## config.mk

```make
export PLATFORM = sky130hd
export DESIGN_NAME = alu_seq_flat
export DESIGN_NICKNAME = d
export VERILOG_FILES = /design/src/rtl/alu_seq_if.sv /design/src/rtl/alu_seq.sv /design/src/flat_wrapper.sv
export SDC_FILE = /design/constraint.sdc
export NUM_CORES = 1
export LEC_CHECK = 0
export CAP_MARGIN = 20
export CORE_UTILIZATION = 36
export CTS_BUF_LIST = sky130_fd_sc_hd__clkbuf_16
export CTS_CLUSTER_DIAMETER = 80
export DETAILED_ROUTE_END_ITERATION = 6
export GPL_ROUTABILITY_DRIVEN = 1
export GPL_TIMING_DRIVEN = 0
export PLACE_DENSITY = 0.51
export SLEW_MARGIN = 20
export SYNTH_ARGS = -nofsm -noshare
export SYNTH_HDL_FRONTEND = slang
export SYNTH_SLANG_ARGS = --single-unit
```

## constraint.sdc

```tcl
create_clock -name clk -period 2.8 [get_ports clk]
set_input_delay 0.42 -clock clk [delete_from_list [all_inputs] [get_ports clk]]
set_output_delay 0.42 -clock clk [all_outputs]
set_load 0.005 [all_outputs]
```

## src/rtl/alu_seq_if.sv

```systemverilog
`default_nettype none
// ============================================================================
//  Module      : alu_seq_if
//  Description : Request/response bundle for alu_seq. The master drives
//                requests and accepts results; the slave (the ALU) accepts
//                requests and presents registered results.
//  Revision    : 1.0 - initial release
// ============================================================================
interface alu_seq_if #(
    parameter int XLEN = 32
);
    logic            in_valid;
    logic            in_ready;
    logic [XLEN-1:0] srcA;
    logic [XLEN-1:0] srcB;
    logic [9:0]      ALUControl;
    logic            out_valid;
    logic            out_ready;
    logic [XLEN-1:0] ALUResult;
    logic            Zero;
    logic            illegal;

    modport master (
        output in_valid, srcA, srcB, ALUControl, out_ready,
        input  in_ready, out_valid, ALUResult, Zero, illegal
    );

    modport slave (
        input  in_valid, srcA, srcB, ALUControl, out_ready,
        output in_ready, out_valid, ALUResult, Zero, illegal
    );
endinterface
`default_nettype wire

```

## src/rtl/alu_seq.sv

```systemverilog
`default_nettype none
// ============================================================================
//  Module      : alu_seq
//  Description : Handshaked RV-style ALU with registered outputs. Single-cycle
//                integer/branch ops; optional iterative multiply/divide
//                (one bit per cycle) enabled by macro ALU_SEQ_MULDIV_EN.
//                Without the macro, M opcodes report illegal.
//  Revision    : 1.0 - initial release
// ============================================================================
module alu_seq #(
    parameter int XLEN = 32
) (
    input  wire logic  clk,
    input  wire logic  resetn,
    alu_seq_if.slave   bus
);
    localparam int SW = $clog2(XLEN);

    localparam logic [1:0] c_IDLE = 2'd0;
    localparam logic [1:0] c_BUSY = 2'd1;
    localparam logic [1:0] c_DONE = 2'd2;

    localparam logic [9:0] c_OP_ADD  = 10'h000;
    localparam logic [9:0] c_OP_SUB  = 10'h100;
    localparam logic [9:0] c_OP_SLL  = 10'h001;
    localparam logic [9:0] c_OP_SLT  = 10'h002;
    localparam logic [9:0] c_OP_SLTU = 10'h003;
    localparam logic [9:0] c_OP_XOR  = 10'h004;
    localparam logic [9:0] c_OP_SRL  = 10'h005;
    localparam logic [9:0] c_OP_SRA  = 10'h105;
    localparam logic [9:0] c_OP_OR   = 10'h006;
    localparam logic [9:0] c_OP_AND  = 10'h007;
    localparam logic [9:0] c_OP_BEQ  = 10'h008;
    localparam logic [9:0] c_OP_BNE  = 10'h009;
    localparam logic [9:0] c_OP_BLT  = 10'h00A;
    localparam logic [9:0] c_OP_BGE  = 10'h00B;
    localparam logic [9:0] c_OP_BLTU = 10'h00C;
    localparam logic [9:0] c_OP_BGEU = 10'h00D;
    localparam logic [9:0] c_OP_LUI  = 10'h00E;

    logic [1:0]      r_state;
    logic [XLEN-1:0] r_result;
    logic            r_zero;
    logic            r_illegal;

    logic [XLEN-1:0] w_res;
    logic            w_zero;
    logic            w_ill;
    logic            w_is_m;
    logic            w_accept;
    logic [SW-1:0]   w_sh;
    logic            w_lt;
    logic            w_ltu;
    logic [XLEN-1:0] w_diff;

    assign w_accept      = (r_state == c_IDLE) && bus.in_valid;
    assign bus.in_ready  = (r_state == c_IDLE);
    assign bus.out_valid = (r_state == c_DONE);
    assign bus.ALUResult = r_result;
    assign bus.Zero      = r_zero;
    assign bus.illegal   = r_illegal;

    // Single-cycle result computed straight from the request being accepted
    always_comb begin
        w_sh   = bus.srcB[SW-1:0];
        w_lt   = $signed(bus.srcA) < $signed(bus.srcB);
        w_ltu  = bus.srcA < bus.srcB;
        w_diff = bus.srcA - bus.srcB;
        w_res  = '0;
        w_zero = 1'b0;
        w_ill  = 1'b0;
        case (bus.ALUControl)
            c_OP_ADD:  w_res = bus.srcA + bus.srcB;
            c_OP_SUB:  w_res = w_diff;
            c_OP_SLL:  w_res = bus.srcA << w_sh;
            c_OP_SLT:  w_res = {{(XLEN-1){1'b0}}, w_lt};
            c_OP_SLTU: w_res = {{(XLEN-1){1'b0}}, w_ltu};
            c_OP_XOR:  w_res = bus.srcA ^ bus.srcB;
            c_OP_SRL:  w_res = bus.srcA >> w_sh;
            c_OP_SRA:  w_res = $signed(bus.srcA) >>> w_sh;
            c_OP_OR:   w_res = bus.srcA | bus.srcB;
            c_OP_AND:  w_res = bus.srcA & bus.srcB;
            c_OP_BEQ:  begin w_res = w_diff; w_zero = (bus.srcA == bus.srcB); end
            c_OP_BNE:  begin w_res = w_diff; w_zero = (bus.srcA != bus.srcB); end
            c_OP_BLT:  begin w_res = w_diff; w_zero = w_lt;  end
            c_OP_BGE:  begin w_res = w_diff; w_zero = !w_lt; end
            c_OP_BLTU: begin w_res = w_diff; w_zero = w_ltu; end
            c_OP_BGEU: begin w_res = w_diff; w_zero = !w_ltu; end
            c_OP_LUI:  w_res = bus.srcB;
            default:   w_ill = 1'b1;
        endcase
    end

`ifdef ALU_SEQ_MULDIV_EN
    localparam logic [SW-1:0] c_LAST = SW'(XLEN - 1);

    // Multiply and divide share one {hi, lo} shift pair and operate on
    // magnitudes; signs are reapplied in the final cycle.
    logic [SW-1:0]     r_cnt;
    logic [XLEN-1:0]   r_hi;
    logic [XLEN-1:0]   r_lo;
    logic [XLEN-1:0]   r_mc;
    logic [2:0]        r_mop;
    logic              r_neg;
    logic              r_negr;
    logic              r_bzero;
    logic [XLEN-1:0]   r_a;

    logic              w_a_sgn;
    logic              w_b_sgn;
    logic [XLEN-1:0]   w_amag;
    logic [XLEN-1:0]   w_bmag;
    logic [XLEN:0]     w_sum;
    logic [XLEN:0]     w_shift;
    logic [XLEN:0]     w_dsub;
    logic [XLEN-1:0]   w_hi_n;
    logic [XLEN-1:0]   w_lo_n;
    logic [2*XLEN-1:0] w_prod;
    logic [2*XLEN-1:0] w_prod_s;
    logic [XLEN-1:0]   w_m_res;

    assign w_is_m = (bus.ALUControl[9:3] == 7'b1000000);

    // Operand sign/magnitude split at acceptance
    always_comb begin
        w_a_sgn = 1'b0;
        w_b_sgn = 1'b0;
        case (bus.ALUControl[2:0])
            3'd1, 3'd4, 3'd6: begin
                w_a_sgn = bus.srcA[XLEN-1];
                w_b_sgn = bus.srcB[XLEN-1];
            end
            3'd2:    w_a_sgn = bus.srcA[XLEN-1];
            default: ;
        endcase
        w_amag = w_a_sgn ? (~bus.srcA + 1'b1) : bus.srcA;
        w_bmag = w_b_sgn ? (~bus.srcB + 1'b1) : bus.srcB;
    end

    // One shift-add or restoring-subtract step, plus final sign fix-up
    always_comb begin
        w_sum   = {1'b0, r_hi} + (r_lo[0] ? {1'b0, r_mc} : {(XLEN+1){1'b0}});
        w_shift = {r_hi, r_lo[XLEN-1]};
        w_dsub  = w_shift - {1'b0, r_mc};
        if (r_mop[2]) begin
            if (!w_dsub[XLEN]) begin
                w_hi_n = w_dsub[XLEN-1:0];
                w_lo_n = {r_lo[XLEN-2:0], 1'b1};
            end else begin
                w_hi_n = w_shift[XLEN-1:0];
                w_lo_n = {r_lo[XLEN-2:0], 1'b0};
            end
        end else begin
            w_hi_n = w_sum[XLEN:1];
            w_lo_n = {w_sum[0], r_lo[XLEN-1:1]};
        end
        w_prod   = {w_hi_n, w_lo_n};
        w_prod_s = r_neg ? (~w_prod + 1'b1) : w_prod;
        case (r_mop)
            3'd0:       w_m_res = w_prod_s[XLEN-1:0];
            3'd1, 3'd2,
            3'd3:       w_m_res = w_prod_s[2*XLEN-1:XLEN];
            3'd4, 3'd5: w_m_res = r_bzero ? {XLEN{1'b1}}
                                 : (r_neg ? (~w_lo_n + 1'b1) : w_lo_n);
            default:    w_m_res = r_bzero ? r_a
                                 : (r_negr ? (~w_hi_n + 1'b1) : w_hi_n);
        endcase
    end

    // Iterative datapath: load at acceptance, step once per BUSY cycle
    always_ff @(posedge clk or negedge resetn) begin
        if (!resetn) begin
            r_cnt   <= '0;
            r_hi    <= '0;
            r_lo    <= '0;
            r_mc    <= '0;
            r_mop   <= '0;
            r_neg   <= 1'b0;
            r_negr  <= 1'b0;
            r_bzero <= 1'b0;
            r_a     <= '0;
        end else if (w_accept && w_is_m) begin
            r_cnt   <= '0;
            r_hi    <= '0;
            r_lo    <= w_amag;
            r_mc    <= w_bmag;
            r_mop   <= bus.ALUControl[2:0];
            r_neg   <= w_a_sgn ^ w_b_sgn;
            r_negr  <= w_a_sgn;
            r_bzero <= (bus.srcB == '0);
            r_a     <= bus.srcA;
        end else if (r_state == c_BUSY) begin
            r_cnt <= r_cnt + SW'(1);
            r_hi  <= w_hi_n;
            r_lo  <= w_lo_n;
        end
    end
`else
    assign w_is_m = 1'b0;
`endif

    // Control FSM and registered result
    always_ff @(posedge clk or negedge resetn) begin
        if (!resetn) begin
            r_state   <= c_IDLE;
            r_result  <= '0;
            r_zero    <= 1'b0;
            r_illegal <= 1'b0;
        end else begin
            case (r_state)
                c_IDLE: begin
                    if (w_accept) begin
                        if (w_is_m) begin
                            r_state <= c_BUSY;
                        end else begin
                            r_state   <= c_DONE;
                            r_result  <= w_res;
                            r_zero    <= w_zero;
                            r_illegal <= w_ill;
                        end
                    end
                end
                c_BUSY: begin
`ifdef ALU_SEQ_MULDIV_EN
                    if (r_cnt == c_LAST) begin
                        r_state   <= c_DONE;
                        r_result  <= w_m_res;
                        r_zero    <= 1'b0;
                        r_illegal <= 1'b0;
                    end
`else
                    r_state <= c_IDLE;
`endif
                end
                c_DONE: begin
                    if (bus.out_ready) r_state <= c_IDLE;
                end
                default: r_state <= c_IDLE;
            endcase
        end
    end
endmodule
`default_nettype wire

```

## src/flat_wrapper.sv

```systemverilog
// flat-port wrapper written by rule: the top's interface ports become plain ports
module alu_seq_flat 
#(
    parameter int XLEN = 32
)
  (clk, resetn, bus_in_valid, bus_srcA, bus_srcB, bus_ALUControl, bus_out_ready, bus_in_ready, bus_out_valid, bus_ALUResult, bus_Zero, bus_illegal);
  alu_seq_if #(.XLEN(XLEN)) bus_i ();
  input  wire logic clk;
  input  wire logic resetn;
  input wire logic [$bits(bus_i.in_valid)-1:0] bus_in_valid;
  input wire logic [$bits(bus_i.srcA)-1:0] bus_srcA;
  input wire logic [$bits(bus_i.srcB)-1:0] bus_srcB;
  input wire logic [$bits(bus_i.ALUControl)-1:0] bus_ALUControl;
  input wire logic [$bits(bus_i.out_ready)-1:0] bus_out_ready;
  output wire logic [$bits(bus_i.in_ready)-1:0] bus_in_ready;
  output wire logic [$bits(bus_i.out_valid)-1:0] bus_out_valid;
  output wire logic [$bits(bus_i.ALUResult)-1:0] bus_ALUResult;
  output wire logic [$bits(bus_i.Zero)-1:0] bus_Zero;
  output wire logic [$bits(bus_i.illegal)-1:0] bus_illegal;
  assign bus_i.in_valid = bus_in_valid;
  assign bus_i.srcA = bus_srcA;
  assign bus_i.srcB = bus_srcB;
  assign bus_i.ALUControl = bus_ALUControl;
  assign bus_i.out_ready = bus_out_ready;
  assign bus_in_ready = bus_i.in_ready;
  assign bus_out_valid = bus_i.out_valid;
  assign bus_ALUResult = bus_i.ALUResult;
  assign bus_Zero = bus_i.Zero;
  assign bus_illegal = bus_i.illegal;
  alu_seq #(.XLEN(XLEN)) u_core (.clk(clk), .resetn(resetn), .bus(bus_i));
endmodule
```

======== Yosys cells after proc, flatten, opt, wreduce, memory -nomap -nowiden ========
Cells that the tools add are included.
word-level totals
  output and inout bits ................... 36
  logic and storage cells ................. 50
  register bits after elaboration ......... 36
cells by class
  equal/unequal tests ..................... 21
  magnitude comparators ................... 2
  reduce and logical (&&, ||, !) cells .... 9
  $add $sub $neg .......................... 2
  shift-type cells ........................ 3
  bitwise logic cells ..................... 3
  mux-type cells .......................... 6
operator list
  kind                                                  number
  one-hot mux 32 bit (11 select lines)                  1
  equality test 10 x 4 -> 1 bit, second input constant  7
  less-than comparator 32 bit                           2
  equality test 10 x 3 -> 1 bit, second input constant  4
  adder 32 bit                                          1
  AND 32 bit                                            1
  equality test 32 bit                                  1
  inequality test 32 bit                                1
  OR 32 bit                                             1
  left shift 32 x 5 -> 32 bit                           1
  >> shifter 32 x 5 -> 32 bit                           1
  >>> shifter 32 x 5 -> 32 bit                          1
  subtractor 32 bit                                     1
  XOR 32 bit                                            1
  equality test 10 x 2 -> 1 bit, second input constant  2
  equality test 10 x 9 -> 1 bit, second input constant  2
  OR reduction 17 bit                                   1
  equality test 10 x 1 -> 1 bit, second input constant  1
  zero test 10 bit                                      1
  OR reduction 7 bit                                    1
  one-hot mux 1 bit (6 select lines)                    1
  2-to-1 mux 2 bit                                      2
  one-hot mux 2 bit (2 select lines)                    1
  AND reduction 2 bit                                   2
  other kinds (7)                                       8

======== Logic depth before layout (Yosys ltp) ========
  word-level depth ........................ 4
  gate-level depth with buffers ........... 15
  depth with buffers taken out ............ 12

======== Worst setup path before layout ========
Ideal clock, no wire load.
  path type ............................... in2reg
  start point ............................. in bus_srcB[1]
  end point ............................... reg u_core.r_result[31], in the netlist u_core.bus.ALUResult[31]
  setup time .............................. 0.094 ns
  buffers on the path ..................... 4
  data required time ...................... 2.706 ns
  arrival ................................. 3.757 ns
  stages .................................. 15
  path slack .............................. -1.051 ns
  cell sequence ........................... buf_2 > buf_2 > buf_1 > clkbuf_1 > inv_1 > ha_1 > nor2_1 > o221ai_1 > a31oi_1 > o21ai_0 > o221a_2 > o221ai_1 > a41oi_1 > o2111a_1 > a211oi_1
on the way
  cells in the longest elaborated chain, start to end .. 2
ends and longest elaborated chain
  item                                             line                text
  start, declared                                  flat_wrapper.sv:12  input wire logic [$bits(bus_i.srcB)-1:0] bus_srcB;
  subtractor 32 bit, or another cell as far along  alu_seq.sv:68       w_diff = bus.srcA - bus.srcB;
  one-hot mux 32 bit (11 select lines) *           alu_seq.sv:72       case (bus.ALUControl)
  end signal, assigned                             alu_seq.sv:217      r_result <= w_res;
  end, declared                                    alu_seq.sv:42       logic [XLEN-1:0] r_result;
Every way passes the cells marked *; elsewhere a longest branch is shown, timed or not.
A chain may end at the register's enable or synchronous reset.

======== Worst setup path in the final report ========
  start point ............................. in bus_srcB[11]
  end point ............................... reg u_core.r_result[28], in the netlist u_core.bus.ALUResult[28]
on the way
  cells in the longest elaborated chain, start to end .. 2
ends and longest elaborated chain
  item                                                      line
  subtractor 32 bit / adder 32 bit (equally long branches)  alu_seq.sv:68, alu_seq.sv:73
  one-hot mux 32 bit (11 select lines) *                    alu_seq.sv:72
Marks and branches as above.

==> impl_metrics.ini <==
[outcome]
status = finished with violations
violations = negative setup slack

[logic_synthesis]
ys_ff_latch = 35
yosys.area.top_type = mux4_2
synth_ff_type = dfrtp_1
synth-edff-count = 0
synthesis.area_um2 = 10340
synth.top_cell.area_share_pct = 13.28
synth.distinct_cells = 79
ys_async_sr_fraction_pct = 100.0
synthTopCellsByArea = mux4_2 (13%), ha_1 (13%), dfrtp_1 (8.5%)
synth_seq_area_share_pct = 8.467
synth_nets = 1597
syn_avg_cell_area_um2 = 7.320
yosysWarnings = 0
syn_inst = 1413

[sta]
fin_crit_sh_pct = 109.3
max_freq_mhz = 326.9
slew_headroom_pct = 32.39
worst_pin_slew_ns = 1.014
period_needed_ns = 3.059
setup_viol = 15
hold_violations = 0
fin_skew_ns = 0.008364
final.setup.worst_slack_ns = -0.2591
drv_slew = 0
rsz0062_at_grt = yes

[placed_design]
dp.cells = 1905
io_buffers = 112
detailedPlacementHpwl_um = 48120
place_area_um2 = 12420
gp_congestion = 1.048

[drt]
detail_route.iter0.violations = 1918
drc = 0
drt_first_pass_iters = 6
viasPerCell = 6.776
vias = 13580
wl_per_cell_um = 31.25
antenna_left = 0
routed_wl_um = 62630

[job]
drv_cap = 0

[cells_and_area]
filler_cell_count = 2789
layout_commonest_cell = nor2_1
syn2layout_area_growth_pct = 45.01
fin_cells = 2004
layout-drive-gt1-share_pct = 32.86
nets = 1808
final_cell_mix = nor2_1 (162), buf_4 (110), nand2_1 (99)
stdcell_area_um2 = 15000

[floorplanning]
die_w_um = 171.5
start_util_pct = 36.93
io_pins = 114
rows = 61
die_area_um2 = 29410
coreArea_um2 = 28010
die_y_um = 171.5

[power_and_ir_drop]
finalPower_w = 0.004132
leakage_nw = 6.064
power_density_nw_per_um2 = 275.5
max-vdd-ir-drop_uv = 221.6

[clock_network]
numCtsBuffers = 5
h-tree-depth = 2
ctsRootBufferMaster = clkbuf_16
cts_sinks = 35
cts.path.max_buffers = 2
cts_tree = done
path_clk_slew_ns = 0.06
insertion_delay_ns = 0.30

[global_routing]
grt_overflow = 0
grt_util_all_layers_pct = 41.92
grt_start_max_net_pins = 24
grt_pass1_wl_um = 88010
antenna_found_initial = 0
grt_pass1_vias = 12550

[critical_path]
start_kind = input port
cp_data_required_time_ns = 2.98
crit_type = input port to flop
crit_fanout = 5
worstReg2RegStart = u_core.r_state[1]$_DFFE_PN0P_
r2r_end = u_core.bus.ALUResult[21]$_DFFE_PN0P_
r2r_cells = 6
end_kind = flop
cp_data_arrival_time_ns = 3.24
r2r_slack_ns = 0.13

[min_path]
hp-class = input port to asynchronous set/reset pin
[worst max path at each step]
stage | from | end | cells past startpoint
3_3_place_gp | bus_ALUControl[5] | u_core.bus.ALUResult[13]$_DFFE_PN0P_ | 9
4_1_cts | bus_srcB[26] | u_core.bus.Zero$_DFFE_PN0P_ | 12
2_1_floorplan | bus_srcA[10] | u_core.bus.ALUResult[30]$_DFFE_PN0P_ | 12
5_1_grt | bus_srcB[11] | u_core.bus.ALUResult[28]$_DFFE_PN0P_ | 12
3_5_place_dp | bus_srcB[1] | u_core.bus.ALUResult[22]$_DFFE_PN0P_ | 16
6_report | bus_srcB[11] | u_core.bus.ALUResult[28]$_DFFE_PN0P_ | 12
[Yosys cell counts, types with 4 or more instances]
| cell type | number |
|---|---|
| o21ai_0 | 105 |
| nor2_1 | 173 |
| a211o_1 | 5 |
| a41oi_1 | 5 |
| nor4b_1 | 4 |
| o21bai_1 | 11 |
| nor2b_1 | 10 |
| and2_1 | 9 |
| o2111ai_1 | 6 |
| o31ai_1 | 11 |
| nand4_1 | 11 |
| a211oi_1 | 21 |
| a21o_1 | 19 |
| a31o_2 | 5 |
| nand2b_1 | 9 |
| nand2_1 | 111 |
| o221ai_1 | 15 |
| o21a_1 | 10 |
| or4_1 | 5 |
| a21oi_1 | 119 |
| a221o_1 | 18 |
| ha_1 | 104 |
| nor3_1 | 39 |
| nand3_1 | 28 |
| clkbuf_1 | 84 |
| or3_1 | 12 |
| inv_1 | 99 |
| dfrtp_1 | 35 |
| buf_2 | 13 |
| a2111oi_0 | 8 |
| a31oi_1 | 24 |
| a221oi_1 | 23 |
| o22ai_1 | 14 |
| o211ai_1 | 11 |
| xnor2_1 | 15 |
| nor4_1 | 10 |
| a21boi_0 | 4 |
| or2_2 | 7 |
| a22oi_1 | 17 |
| buf_1 | 12 |
| and3_1 | 9 |
| xor2_1 | 5 |
| mux4_2 | 61 |
| mux2i_1 | 34 |
[kinds of logic after synthesis]
logic type      after synthesis  share of synthesized area, %
flops                        35                         8.467
fa+ha+maj                   106                         12.97
mux                          99                         17.01
compound gates              489                         31.66
simple gates                452                         20.21
buf+inv                     212                         7.996
xor+xnor                     20                         1.693
[timing repair]
item | in CTS | in global routing
pin swaps | 61 | 67
buffers inserted | 62 | 47
gates resized for setup | 504 | 195
gates cloned | 0 | 0
hold buffers | 0 | 0
endpoints found under the setup margin | 33 | 33
[sequential cells by signal, indices dropped and copies added, names as in the netlist]
| register | cells |
|---|---|
| u_core.r_state | 1 |
| u_core.bus.illegal | 1 |
| u_core.bus.Zero | 1 |
| u_core.bus.ALUResult | 32 |
[power breakdown]
| part | switching [W] | total, W | internal, W |
|---|---|---|---|
| clock | 0.000267 | 0.000688 | 0.000421 |
| combinational | 0.00166 | 0.00282 | 0.00116 |
| sequential | 0.0000549 | 0.000621 | 0.000566 |
[cell type report]
| class | count | area, µm² | area share, % |
|---|---|---|---|
| antenna | 1 | 2.502 | 0.01668 |
| buffer | 94 | 789.5 | 5.264 |
| clock buffer | 5 | 125.1 | 0.8342 |
| clock inverter | 3 | 42.54 | 0.2836 |
| inverter | 100 | 467.9 | 3.120 |
| multi-input combinational | 1166 | 10160 | 67.75 |
| sequential | 35 | 875.8 | 5.839 |
| tap | 378 | 473.0 | 3.153 |
| timing repair buffer | 222 | 2061 | 13.74 |
[stage by stage]
step | hold slack (ns) | util (%) | setup WS, ns | TNS [ns]
after floorplan | 0.1244 | - | -0.2226 | -0.9308
after global placement | 0.4615 | 44.21 | -2.143 | -60.08
after detailed placement | 0.3559 | 44.33 | -1.987 | -53.92
after CTS | 0.04295 | 50.43 | -0.4255 | -2.927
after global routing | 0.06322 | 53.54 | -0.3210 | -2.688
final | 0.02437 | 53.55 | -0.2591 | -1.685
[per-layer routing]
metal  share of wire, %  global-route usage, %  up-vias
met5                  0                      0        -
met4                5.4                  20.73        0
met3                 12                  9.227      202
met2                 43                  62.49     1021
met1                 40                  56.67     6619
li1                   -                      -     5737
[critical path, stage by stage]
cell	delay, ns
buf_8	0.11
inv_6	0.05
ha_4	0.19
or3_4	0.40
or4_1	0.42
or3_4	0.42
a31oi_4	0.29
buf_6	0.14
o31a_4	0.20
o41ai_4	0.09
a221oi_2	0.37
o21ai_1	0.12
Note: power is estimated with default switching activity, not from simulation.
==> RTL edit: new RTL, same settings <==
The option `ALU_SEQ_MULDIV_EN` is turned on by a define.
--- a/src/rtl/alu_seq.sv
+++ b/src/rtl/alu_seq.sv
@@ -8,4 +8,6 @@
 //  Revision    : 1.0 - initial release
 // ============================================================================
+`define ALU_SEQ_MULDIV_EN
+
 module alu_seq #(
     parameter int XLEN = 32
Check against the original RTL: not equivalent (Yosys sat finds a counterexample within 4 cycles, from zero or initial values and one cycle with resetn low).
==> RTL edit against the unedited design <==
The flow still finishes with violations (negative setup slack). Power rose to 4.6 times the old value. Clock skew up 0.0093 ns. Sequential share of layout area up 7.3 points. Sequential cell count up 140. Worst setup slack worse by 2.4 ns. Routed wire length rose to 2.7 times the old value. Critical path depth up 11. Combinational power rose to 4.6 times the old value. Design area up 120%. Synthesized area up 140%. Largest power group unchanged.
==> RTL edit: results (changes against the unedited design) <==
INFO  metric antenna_violating_nets_post_route = 0 (unchanged)
INFO  metric worst_hold_path.endpoint = u_core.r_lo[2]
INFO  metric setup.worst_path.start_class = register
INFO  metric synth_area_in_compound_gates = 0.324 (+0.00785)
INFO  metric hold_class = in -> reg
INFO  metric violated_checks = negative setup slack
INFO  metric filler_cell_count = 6818 (+140%)
INFO  metric synth.yosys.warnings = 0 (unchanged)
INFO  metric muxShareOfSynthArea = 0.0865 (-0.0836)
INFO  metric worst_pin_slew = 1.19 ns (+0.180 ns)
INFO  metric post_synthesis_cell_type_count = 108 (+37%)
INFO  metric dp_hpwl = 131 mm (+170%)
INFO  metric post_route_setup_tns = -131.93 ns (-130.24 ns)
INFO  metric grt_overall_usage = 0.463 (+0.0440)
INFO  metric power.static_leakage = 0.0132 uW (+120%)
INFO  metric grt_start_max_net_pins = 95 (+300%)
INFO  metric cts-buffers-inserted = 17 (+12)
INFO  metric drt-pass1-iter-count = 7 (+1)
INFO  metric place_area = 28200 um^2 (+130%)
INFO  metric skew = 0.0177 ns (+0.00933 ns)
INFO  metric io_buffer_count = 112 (unchanged)
INFO  metric min_from = bus_srcA[2]
INFO  metric clock-root-buffer = clkbuf_16
INFO  metric netlist_top_cells_area = dfrtp_1, ha_1, o21ai_0
INFO  metric crit-reg2reg-launch = u_core.r_lo[31]
INFO  metric critical_path.max_fanout = 7 (+2)
INFO  metric wl_per_cell = 36.0 um (+15%)
INFO  metric count_of_vias_placed_by_the_detailed_router = 32400 (+140%)
INFO  metric share_of_final_layout_standard_cells_stronger_than_drive_strength_1 = 0.239 (-0.0900)
INFO  metric irDropWorstVdd = 0.408 mV (+84%)
INFO  metric ys_async_sr_fraction = 1.00 (unchanged)
INFO  metric outcome = finished with violations
INFO  metric synth-seq-area-share = 0.174 (+0.0894)
INFO  metric grt_pass1_wl = 231 mm (+160%)
INFO  metric worst_skew_pair.late_latency = 0.48 ns (+0.18 ns)
INFO  metric synth-adder-area-share = 0.0863 (-0.0434)
INFO  metric htreeDepth = 4 (+2)
INFO  metric first_iter_violations = 4993 (+160%)
INFO  metric worst-r2r-cell-count = 23 (+17)
INFO  metric globalplace.congestion = 1.07 (+2.5%)
INFO  metric synth_common_cells = nand2_1, o21ai_0, nor2_1, a21oi_1, clkbuf_1
INFO  metric synth_xor_xnor_area_share = 0.0543 (+0.0374)
INFO  metric report.final.setup_viol = 111 (+96)
INFO  metric power.internal = 9280 uW (+330%)
INFO  metric fin_ws = -2.67 ns (-2.41 ns)
INFO  metric antenna_violations_before_repair = 8 (+8)
INFO  metric setup.reg_to_reg.worst_slack = -2.67 ns (-2.80 ns)
INFO  metric mappedNetlistNets = 3659 (+130%)
INFO  metric ctsLongestPathBuffers = 2 (unchanged)
INFO  metric regToRegEndpoint = u_core.bus.ALUResult[18]
INFO  metric clkSlewWorstSetupHoldPaths = 0.09 ns (+0.03 ns)
INFO  metric grt_pass1_vias = 30200 (+140%)
INFO  metric worst_hold_path.num_cells = 2
INFO  metric yosys_most_used_dff = dfrtp_1
INFO  metric nNetsFinal = 4003 (+120%)
RTL edit: kinds of logic (layout without fill, tap and decap cells):
logic type,count (synthesis),after routing
AO/OA/AOI/OAI,1224,1224
other,0,4
buffers and inverters,397,754
XOR/XNOR,156,156
AND/OR/NAND/NOR,1128,1128
flip-flops,175,175
adder cells (fa/ha/maj),171,171
multiplexers,159,159
RTL edit: how the worst max path moves through the flow:
stage,cells after the start,end
final,23,u_core.bus.ALUResult[18]
after global routing,23,u_core.bus.ALUResult[18]
after CTS,23,u_core.bus.ALUResult[18]
after detailed placement,16,u_core.bus.ALUResult[21]
after global placement,1,u_core.r_lo[22]
after floorplan,23,u_core.bus.ALUResult[12]
RTL edit: cell type report:
cell class / count / area (um^2) / share of cell area
clock inverters: 15 / 193 / 0.00578
well taps: 931 / 1160 / 0.0350
diodes: 4 / 10.0 / 0.000300
inverters: 145 / 671 / 0.0201
repair buffers: 346 / 3230 / 0.0971
plain buffers: 231 / 1700 / 0.0509
clock buffers: 17 / 425 / 0.0128
multi-input cells: 2838 / 21500 / 0.646
flip-flops and latches: 175 / 4390 / 0.132
RTL edit: timing repair:
action	4_1_cts	5_1_grt
setup endpoints to repair	174	168
hold endpoints to repair	11	0
pin swaps	105	92
setup buffers	183	64
gates resized for setup	703	207
hold buffers	1	0
RTL edit: layer usage:
| metal | share of wire | track usage | vias up |
|---|---|---|---|
| met1 | 0.37 | 0.566 | 15900 |
| met4 | 0.10 | 0.383 | 2 |
| met5 | 0.000053 | 0 | - |
| met3 | 0.11 | 0.0969 | 586 |
| met2 | 0.42 | 0.699 | 2431 |
| li1 | - | - | 13500 |
RTL edit: worst max-delay path: stages, from the launching register on:
cell	delay [ns]
dfrtp_2	0.49
inv_2	0.09
ha_4	0.13
inv_2	0.03
fa_2	0.34
a211o_1	0.31
a221oi_4	0.35
a2111oi_4	0.19
o31a_4	0.33
nor3_4	0.21
nor2_4	0.11
a21oi_4	0.16
ha_4	0.16
and2_4	0.14
nand4_1	0.17
or3b_4	0.46
or3_4	0.35
buf_12	0.16
clkinv_4	0.05
nand4_1	0.09
or3_4	0.39
and3_4	0.17
nor3_4	0.32
o21ai_1	0.09
RTL edit: metrics by stage:
step,setup slack (ns),power [uW],cells,hold WS [ns],utilization
2_1_floorplan,-2.33,9190,3410,0.124,-
3_3_place_gp,-6.46,12700,4453,0.463,0.408
3_5_place_dp,-4.30,12700,4457,0.470,0.410
4_1_cts,-2.71,17600,4652,0.328,0.469
5_1_grt,-2.75,19400,4698,0.351,0.484
6_report,-2.67,18900,4702,0.360,0.484
RTL edit: power by group through the flow:
stage	sequential [uW]	combinational, uW	clock (uW)
after detailed placement	3290	9440	0
final	3290	13000	2610
after floorplan	3100	6090	0
after global placement	3280	9380	0
after global routing	3300	13400	2680
after CTS	3240	11800	2620
